<file path="src/rtl/count_mon_pkg.sv">
// -----------------------------------------------------------------------------
// count_mon_pkg
//
// Shared definitions for the count_wrap_monitor slice: FSM state encodings
// (also driven out on state_out, so software sees these exact values) and the
// default widths used by the monitor and its step checker.
// -----------------------------------------------------------------------------
package count_mon_pkg;

    // FSM state encodings, visible on state_out
    localparam logic [1:0] ST_IDLE  = 2'd0;
    localparam logic [1:0] ST_TRACK = 2'd1;
    localparam logic [1:0] ST_ALARM = 2'd2;

    // Default widths
    localparam int CNT_W_DEF      = 4;
    localparam int WRAP_CNT_W_DEF = 8;

endpackage : count_mon_pkg

</file>
<file path="src/rtl/count_step_checker.sv">
// -----------------------------------------------------------------------------
// count_step_checker
//
// Holds the previous enabled sample of the upstream down-counter and
// classifies the current sample against it. The classification flags are
// combinational from the registered previous value, so the parent can act on
// them on the same clock edge that captures the new sample.
//
// Ports:
//   clk          in   clock, rising edge
//   reset        in   asynchronous, active-high
//   enable_i     in   sample strobe; low clears prev_valid
//   cnt_i        in   current count from the upstream counter
//   step_ok_o    out  cnt_i == prev - 1 (mod 2^CNT_W)
//   step_hold_o  out  cnt_i == prev (counter stalled)
//   step_bad_o   out  neither of the above
//   is_wrap_o    out  legal step from 0 to all-ones
//
// All flags are qualified by prev_valid, so they are low on the first sample
// after reset or after an enable gap.
// -----------------------------------------------------------------------------
module count_step_checker
    import count_mon_pkg::*;
#(
    parameter int CNT_W = CNT_W_DEF
) (
    input  logic             clk,
    input  logic             reset,
    input  logic             enable_i,
    input  logic [CNT_W-1:0] cnt_i,
    output logic             step_ok_o,
    output logic             step_hold_o,
    output logic             step_bad_o,
    output logic             is_wrap_o
);

    logic [CNT_W-1:0] prev_q;
    logic [CNT_W-1:0] prev_d;
    logic             prev_valid_q;
    logic             prev_valid_d;
    logic [CNT_W-1:0] exp_cnt;

    // Every enabled sample becomes the new reference, legal or not, so a
    // single glitch produces a single error rather than a cascade.
    always_comb begin
        prev_d       = enable_i ? cnt_i : prev_q;
        prev_valid_d = enable_i;
    end

    always_ff @(posedge clk or posedge reset) begin
        if (reset) begin
            prev_q       <= '0;
            prev_valid_q <= 1'b0;
        end else begin
            prev_q       <= prev_d;
            prev_valid_q <= prev_valid_d;
        end
    end

    // Modular decrement: expected successor of 0 is all-ones
    assign exp_cnt = prev_q - CNT_W'(1);

    assign step_ok_o   = prev_valid_q && (cnt_i == exp_cnt);
    assign step_hold_o = prev_valid_q && (cnt_i == prev_q);
    assign step_bad_o  = prev_valid_q && !step_ok_o && !step_hold_o;
    assign is_wrap_o   = step_ok_o && (prev_q == '0);

endmodule : count_step_checker

</file>
<file path="src/rtl/count_wrap_monitor.sv">
// -----------------------------------------------------------------------------
// count_wrap_monitor
//
// Watches the output of a free-running down-counter. Flags illegal steps
// (sticky), pulses on every 0 -> all-ones wrap, keeps a saturating wrap total
// and raises a req/ack alarm once WRAP_TARGET wraps have accumulated since the
// last acknowledge.
//
// Ports:
//   clk         in   clock, rising edge
//   reset       in   asynchronous, active-high
//   enable      in   upstream counter running; samples taken only when high
//   cnt_in      in   count from the upstream down-counter
//   alarm_ack   in   acknowledge for alarm_req (ignored outside ALARM)
//   alarm_req   out  high while in ALARM, i.e. until an ack is sampled
//   wrap_pulse  out  one-cycle pulse the cycle after a wrap sample
//   wrap_count  out  total wraps since reset, saturating at all-ones
//   seq_err     out  sticky illegal-step flag, cleared only by reset
//   state_out   out  FSM state: 0 IDLE, 1 TRACK, 2 ALARM
//
// WRAP_TARGET legal range is 1..255.
// -----------------------------------------------------------------------------
module count_wrap_monitor
    import count_mon_pkg::*;
#(
    parameter int CNT_W       = CNT_W_DEF,
    parameter int WRAP_TARGET = 3,
    parameter int WRAP_CNT_W  = WRAP_CNT_W_DEF
) (
    input  logic                  clk,
    input  logic                  reset,
    input  logic                  enable,
    input  logic [CNT_W-1:0]      cnt_in,
    input  logic                  alarm_ack,
    output logic                  alarm_req,
    output logic                  wrap_pulse,
    output logic [WRAP_CNT_W-1:0] wrap_count,
    output logic                  seq_err,
    output logic [1:0]            state_out
);

    // since_alarm only has to reach WRAP_TARGET (max 255)
    localparam int              SA_W      = 8;
    localparam logic [SA_W-1:0] SA_TARGET = SA_W'(WRAP_TARGET);

    function automatic logic [WRAP_CNT_W-1:0] sat_inc_wraps(
        input logic [WRAP_CNT_W-1:0] v
    );
        return (&v) ? v : v + WRAP_CNT_W'(1);
    endfunction

    function automatic logic [SA_W-1:0] sat_inc_since(
        input logic [SA_W-1:0] v
    );
        return (v >= SA_TARGET) ? SA_TARGET : v + SA_W'(1);
    endfunction

    logic                  step_ok;
    logic                  step_hold;
    logic                  step_bad;
    logic                  is_wrap;

    logic [1:0]            state_q;
    logic [1:0]            state_d;
    logic [SA_W-1:0]       since_alarm_q;
    logic [SA_W-1:0]       since_alarm_d;
    logic [WRAP_CNT_W-1:0] wrap_count_q;
    logic [WRAP_CNT_W-1:0] wrap_count_d;
    logic                  wrap_pulse_q;
    logic                  wrap_pulse_d;
    logic                  seq_err_q;
    logic                  seq_err_d;

    logic                  checking;
    logic                  wrap_evt;
    logic                  bad_evt;
    logic                  unused_step_flags;

    count_step_checker #(
        .CNT_W (CNT_W)
    ) u_step_checker (
        .clk         (clk),
        .reset       (reset),
        .enable_i    (enable),
        .cnt_i       (cnt_in),
        .step_ok_o   (step_ok),
        .step_hold_o (step_hold),
        .step_bad_o  (step_bad),
        .is_wrap_o   (is_wrap)
    );

    // Legal steps and holds need no action of their own; only wraps and bad
    // steps drive state here.
    assign unused_step_flags = step_ok ^ step_hold;

    // prev_valid is already low in IDLE; the state term keeps the first
    // sample unchecked even if that ever changes.
    assign checking = enable && (state_q != ST_IDLE);
    assign wrap_evt = checking && is_wrap;
    assign bad_evt  = checking && step_bad;

    // ---------------- FSM: state register ----------------
    always_ff @(posedge clk or posedge reset) begin
        if (reset) begin
            state_q <= ST_IDLE;
        end else begin
            state_q <= state_d;
        end
    end

    // ---------------- FSM: next state ----------------
    always_comb begin
        state_d       = state_q;
        since_alarm_d = since_alarm_q;
        case (state_q)
            ST_IDLE: begin
                if (enable) begin
                    state_d = ST_TRACK;
                end
            end
            ST_TRACK: begin
                if (!enable) begin
                    state_d = ST_IDLE;
                end else if (wrap_evt) begin
                    since_alarm_d = sat_inc_since(since_alarm_q);
                    if (since_alarm_d == SA_TARGET) begin
                        state_d = ST_ALARM;
                    end
                end
            end
            ST_ALARM: begin
                if (alarm_ack) begin
                    // A wrap on the ack edge opens the next epoch at 1
                    state_d       = enable ? ST_TRACK : ST_IDLE;
                    since_alarm_d = wrap_evt ? SA_W'(1) : '0;
                end else if (wrap_evt) begin
                    since_alarm_d = sat_inc_since(since_alarm_q);
                end
            end
            default: begin
                state_d       = ST_IDLE;
                since_alarm_d = '0;
            end
        endcase
    end

    // ---------------- FSM: outputs ----------------
    // alarm_req is a Moore output, so it rises with the wrap_pulse of the
    // wrap that entered ALARM and falls the cycle after the ack edge.
    always_comb begin
        alarm_req = (state_q == ST_ALARM);
        state_out = state_q;
    end

    // ---------------- Wrap / error bookkeeping ----------------
    always_comb begin
        wrap_pulse_d = wrap_evt;
        wrap_count_d = wrap_evt ? sat_inc_wraps(wrap_count_q) : wrap_count_q;
        seq_err_d    = seq_err_q | bad_evt;
    end

    always_ff @(posedge clk or posedge reset) begin
        if (reset) begin
            since_alarm_q <= '0;
            wrap_count_q  <= '0;
            wrap_pulse_q  <= 1'b0;
            seq_err_q     <= 1'b0;
        end else begin
            since_alarm_q <= since_alarm_d;
            wrap_count_q  <= wrap_count_d;
            wrap_pulse_q  <= wrap_pulse_d;
            seq_err_q     <= seq_err_d;
        end
    end

    assign wrap_pulse = wrap_pulse_q;
    assign wrap_count = wrap_count_q;
    assign seq_err    = seq_err_q;

endmodule : count_wrap_monitor

</file>
<file path="config.mk">
export PLATFORM = sky130hd
export DESIGN_NAME = count_wrap_monitor
export DESIGN_NICKNAME = d
export VERILOG_FILES = /design/src/rtl/count_mon_pkg.sv /design/src/rtl/count_step_checker.sv /design/src/rtl/count_wrap_monitor.sv
export SDC_FILE = /design/constraint.sdc
export NUM_CORES = 1
export LEC_CHECK = 0
export CAP_MARGIN = 20
export CORE_UTILIZATION = 52
export DETAILED_ROUTE_END_ITERATION = 12
export GPL_ROUTABILITY_DRIVEN = 1
export PLACE_DENSITY = 0.78
export SLEW_MARGIN = 30
export SYNTH_ARGS = -nofsm -noshare
export SYNTH_HDL_FRONTEND = slang
export SYNTH_HIERARCHICAL = 1
export SYNTH_SLANG_ARGS = --single-unit
export TNS_END_PERCENT = 30
</file>
<file path="constraint.sdc">
create_clock -name clk -period 2.9 [get_ports clk]
set_clock_uncertainty 0.05 [all_clocks]
set_input_delay 0.29 -clock clk [delete_from_list [all_inputs] [get_ports clk]]
set_output_delay 0.29 -clock clk [all_outputs]
set_load 0.005 [all_outputs]
</file>
======== Yosys cells after proc, flatten, opt, wreduce, memory -nomap -nowiden ========
Index checks and enable logic that the tools add are counted.
word-level totals
  bits in writable memories ............... 0
  logic and storage cells ................. 54
  memories kept ........................... 0
  bits in latches ......................... 0
  bits in read-only memories .............. 0
  flip-flop bits (word level) ............. 25
  input port bits ......................... 8
  output and inout port bits .............. 13
operators by class
  shift operators ......................... 0
  reduce and logical (&&, ||, !) cells .... 17
  divide/modulo/power cells ............... 0
  add/subtract/negate cells ............... 3
  equality and inequality tests ........... 10
  magnitude comparators ................... 1
  $mul .................................... 0
  bitwise gates (word level) .............. 3
  mux-type cells .......................... 13
operators with widths
  operator                                                                              count
  8-bit 2-to-1 mux                                                                      4
  8-bit case mux with 3 select lines                                                    1
  8-bit by 1-bit adder with 8-bit output (second input constant)                        2
  2-bit 2-to-1 mux                                                                      5
  4-bit == test                                                                         2
  8-bit by 2-bit == test with 1-bit output (second input constant)                      1
  8-bit by 2-bit greater-or-equal comparator with 1-bit output (second input constant)  1
  1-bit logical AND                                                                     8
  8-bit AND reduction                                                                   1
  2-bit inequality test (second input constant)                                         3
  3-bit inequality test (second input constant)                                         2
  2-bit case mux with 3 select lines                                                    1
  4-bit zero test                                                                       1
  2-bit AND reduction                                                                   2
  4-bit AND reduction                                                                   1
  4-bit by 1-bit subtractor with 4-bit output (second input constant)                   1
  2-bit by 1-bit == test with 1-bit output (second input constant)                      1
  2-bit == test (second input constant)                                                 1
  1-bit zero test                                                                       2
  2-bit zero test                                                                       1
  1-bit 2-to-1 mux                                                                      2
  1-bit inverter                                                                        2
  2-bit nonzero test                                                                    1
  1-bit bitwise OR                                                                      1

======== Depth between registers and ports, before layout ========
  depth in word-level cells ............... 8
  depth in mapped cells ................... 10
  mapped depth without buffers ............ 9

======== Hierarchy ========
Netlist, hierarchy kept.
by module, submodules not included
  module              cells an instance  times used  sequential area each (sq um)  area an instance (sq um)
  count_wrap_monitor  88                 1           500.5                         984.7
  count_step_checker  33                 1           125.1                         325.3

======== Worst setup path after synthesis ========
OpenSTA, ideal clock, no wires.
  path type ............................... reg-to-reg
  start point ............................. register u_step_checker.prev_q[0]
  end point ............................... register state_q[0] (netlist: state_out[0])
  setup time .............................. 0.128 ns
  required time ........................... 2.722 ns
  path buffers ............................ 0
  slack ................................... 0.835 ns
  cell stages (with the launch flop) ...... 9
  clock period less this slack ............ 2.065 ns
  arrival ................................. 1.887 ns
  cell sequence ........................... dfrtp_1 -> inv_1 -> ha_1 -> xor2_1 -> and2_1 -> and4_1 -> o21ai_0 -> a221o_2 -> mux2_1
between the ends
  cells in the longest elaborated chain, start to end .. 7
  elaborated cells on any way between the ends .. 8
  those cells by class .................... add/sub (1); eq/ne (2); reduce/logical (5)
ends and longest elaborated chain
  item                                         line                       source
  start: declaration                           count_step_checker.sv:37   logic [CNT_W-1:0] prev_q;
  start signal: assignment                     count_step_checker.sv:55   prev_q <= prev_d;
  4-bit by 1-bit subtractor with 4-bit output  count_step_checker.sv:61   assign exp_cnt = prev_q - CNT_W'(1);
  4-bit == test                                count_step_checker.sv:63   assign step_ok_o = prev_valid_q && (cnt_i == exp_cnt);
  1-bit logical AND                            count_step_checker.sv:63
  1-bit logical AND *                          count_step_checker.sv:66   assign is_wrap_o = step_ok_o && (prev_q == '0);
  via is_wrap                                  count_wrap_monitor.sv:61   logic is_wrap;
  1-bit logical AND *                          count_wrap_monitor.sv:99   assign wrap_evt = checking && is_wrap;
  3-bit inequality test (no line) *            --
  4-bit AND reduction (no line) *              --
  end signal: assignment                       count_wrap_monitor.sv:107  state_q <= state_d;
  end: declaration                             count_wrap_monitor.sv:63   logic [1:0] state_q;
The timed path passes the listed nets; every way through them passes the cells marked *.
A chain may end at the register's enable or synchronous reset.

======== Worst setup path after layout ========
  start point ............................. register u_step_checker.prev_q[0]
  end point ............................... register wrap_count_q[7] (netlist: wrap_count[7])
between the ends
  cells in the longest elaborated chain, start to end .. 6
  elaborated cells on any way between the ends .. 7
  those cells by class .................... add/sub (1); eq/ne (1); reduce/logical (5)
ends and longest elaborated chain
  item                                         line                       source
  4-bit by 1-bit subtractor with 4-bit output  count_step_checker.sv:61
  4-bit == test                                count_step_checker.sv:63
  1-bit logical AND                            count_step_checker.sv:63
  1-bit logical AND *                          count_step_checker.sv:66
  via is_wrap                                  count_wrap_monitor.sv:61
  1-bit logical AND *                          count_wrap_monitor.sv:99
  2-bit AND reduction (no line) *              --
  end signal: assignment                       count_wrap_monitor.sv:170  wrap_count_q <= wrap_count_d;
  end: declaration                             count_wrap_monitor.sv:67   logic [WRAP_CNT_W-1:0] wrap_count_q;
Marks and branches as above.

==> results by group <==
Global route
  – First-pass GRT wire length: approximately 4.2 mm
  – Vias in the first global route: 942
  – Largest net degree at the start of global routing: 21
  – GRT overflow: 0
  – Initial antenna violation count: 0
  – All-Layer GR Usage: 0.2074

Floorplan
  – Core Rows: 17
  – Die ar.: roughly 0.0027 mm2
  – Die Span X: 51.91 um
  – IO Count: 21
  – Placeable Area: approximately 0.0023 mm2
  – Initial core utilization: 0.5690
  – Die height: 51.91 um

Route
  – Initial DRC count: 12
  – Pre-Repair DR Iteration Count: 4
  – DR vias/cell: between 5 and 6
  – Vias: a little over 900
  – Routed length per instance: 13.79 um
  – DRC: 0
  – DRT Wirelength: 2.358 mm
  – Antenna-violating nets left: 0

Setup path
  – Startpoint Class: flop
  – FF-to-FF Start: u_step_checker/prev_q[0]$_DFFE_PP0P_
  – Flop2flop setup slack: 0.37 ns
  – Worst reg2reg path endpoint: wrap_count[7]$_DFFE_PP0P_
  – Endpoint type of the worst setup path: flop
  – Worst Setup SP: u_step_checker/prev_q[0]$_DFFE_PP0P_
  – Critical path peak fanout: 12
  – Arr. time, crit path: 2.72 ns
  – Slowest stage delay, CP: roughly 0.4 ns
  – Buf+Inv Stages, Crit Path: 1
  – CP cell instances: inv_1, ha_1, xor2_1, and2_1, and4_1, and3b_1, o21ai_1, nor3_1, xor2_1
  – Stages on worst setup path: 9
  – Worst EP required: between 3 and 4 ns
  – Top cell family by delay on the critical path: simple AND/OR/NAND/NOR gates
  – Worst path slowest cell: dfrtp_1
  – Most used cell, CP: xor2_1
  – WS Path Type: flop to flop
  – Reg2Reg Depth: 9

Layout
  – Area of the multi-input gates: about 620 um2
  – Commonest non-fill, non-tap cell in the layout: dfrtp_1
  – Final #Nets: between 150 and 200
  – Most frequent cells in the layout: dfrtp_1, clkdlybuf4s50_1, inv_1
  – Core Util, Final: 0.6855
  – Synthesis-to-finish area growth: 20.48%
  – Final Non-Filler Cells: 171
  – Share of layout cells above drive strength 1: 0.06294
  – Register Area: 625.6 um2
  – Fill cells: around 200
  – # diodes: 0

Synth
  – Post-Syn Nets: approximately 140
  – Number of warnings issued by yosys: 6
  – Mapped Cells: about 120
  – Syn Area/Cell: 10.88 um2
  – Mapped Area: about 0.0013 mm2

STA
  – Max-slew violation count: 0
  – Final setup fails: 0
  – PnR worst setup slack: around 0.37 ns
  – Endpoints failing hold: 0
  – Final setup TNS: 0 ns
  – Worst-margin pin slew: approximately 0.75 ns
  – Period utilisation layout: 0.8730
  – Max Clk Rate: 395.0 MHz
  – Rel. slew slack: 0.5011
  – Final min period: roughly 2.5 ns
  – Unrepaired setup endpoints after global routing: false

Power and ir drop
  – Power Density: around 520 mW/mm2
  – Worst VDD drop: ~0.00031 V
  – Pwr Total: between 0.0008 and 0.0009 W
  – Static leakage: 0.7433 nW

CTS
  – # hold bufs at CTS: 0
  – Worst-path clk slew: roughly 0.14 ns
  – CTS buffer count: 3
  – CTS-repair resized insts: 0
  – Clock sinks: 25
  – CTS tree: built
  – Root Buffer: clkbuf_4
  – Clk buf depth: 2
  – Post-CTS Setup Bufs: 0
  – Clk Latency, worst-skew pair: approximately 0.31 ns
  – H-tree levels: 1

Hold path
  – Worst hold path type: primary input to asynchronous set/reset pin

Placed design
  – Setup WS pre-CTS: 0.2338 ns
  – PortBufs: 20
  – Placed instance count: 167
  – Placer Congestion: between 0.8 and 0.9
  – Post-DP HPWL: ~1.8 mm

Flow run
  – Max Cap Violations: 0

Run status
  – Status: finished clean
-- worst max path at each step --
stage                                            to  slack [ns]
final                     wrap_count[7]$_DFFE_PP0P_        0.37
after global routing      wrap_count[7]$_DFFE_PP0P_        0.17
after CTS                 wrap_count[5]$_DFFE_PP0P_        0.37
after detailed placement  wrap_count[7]$_DFFE_PP0P_        0.23
after global placement    wrap_count[7]$_DFFE_PP0P_        0.37
after floorplan            state_out[0]$_DFFE_PP0P_        0.85
-- cell type report --
| class | count | area share |
|---|---|---|
| Tap cell | 28 | 0.02245 |
| Sequential cell | 25 | 0.4010 |
| Clock buffer | 3 | 0.01443 |
| Clock inverter | 1 | 0.003208 |
| Timing Repair Buffer | 21 | 0.1331 |
| Multi-Input combinational cell | 82 | 0.3994 |
| Inverter | 11 | 0.02646 |
-- metrics by stage --
| step | hold slack, ns | cell area (um2) |
|---|---|---|
| floorplan | 0.01852 | 1295 |
| global placement | 0.4052 | 1533 |
| detailed placement | 0.4205 | 1533 |
| CTS | 0.1284 | 1560 |
| global route | 0.1523 | 1560 |
| finish | 0.1293 | 1560 |
-- registers in the layout, summed over array words and instances (netlist names) --
signal and flops:
wrap_count 8, since_alarm_q 8, wrap_pulse 1, u_step_checker/prev_q 4
u_step_checker/prev_valid_q 1, seq_err 1, state_out 2
-- where the power goes --
group	switching [W]	internal [W]	leakage (nW)	total (W)
logic	0.000132	0.000124	0.395	0.000256
clock network	0.000104	0.0000514	0.0177	0.000155
registers	0.0000240	0.000370	0.331	0.000394
total	0.000260	0.000545	0.743	0.000805
-- routing by layer --
metal | global-route usage | vias to the layer above | wire [um]
met4 | 0.03153 | 0 | 0
met1 | 0.2789 | 455 | 1102
met5 | 0 | - | 0
li1 | - | 460 | -
met3 | 0.03801 | 0 | 77
met2 | 0.3526 | 16 | 1179
Note: power is estimated with default switching activity, not from simulation.
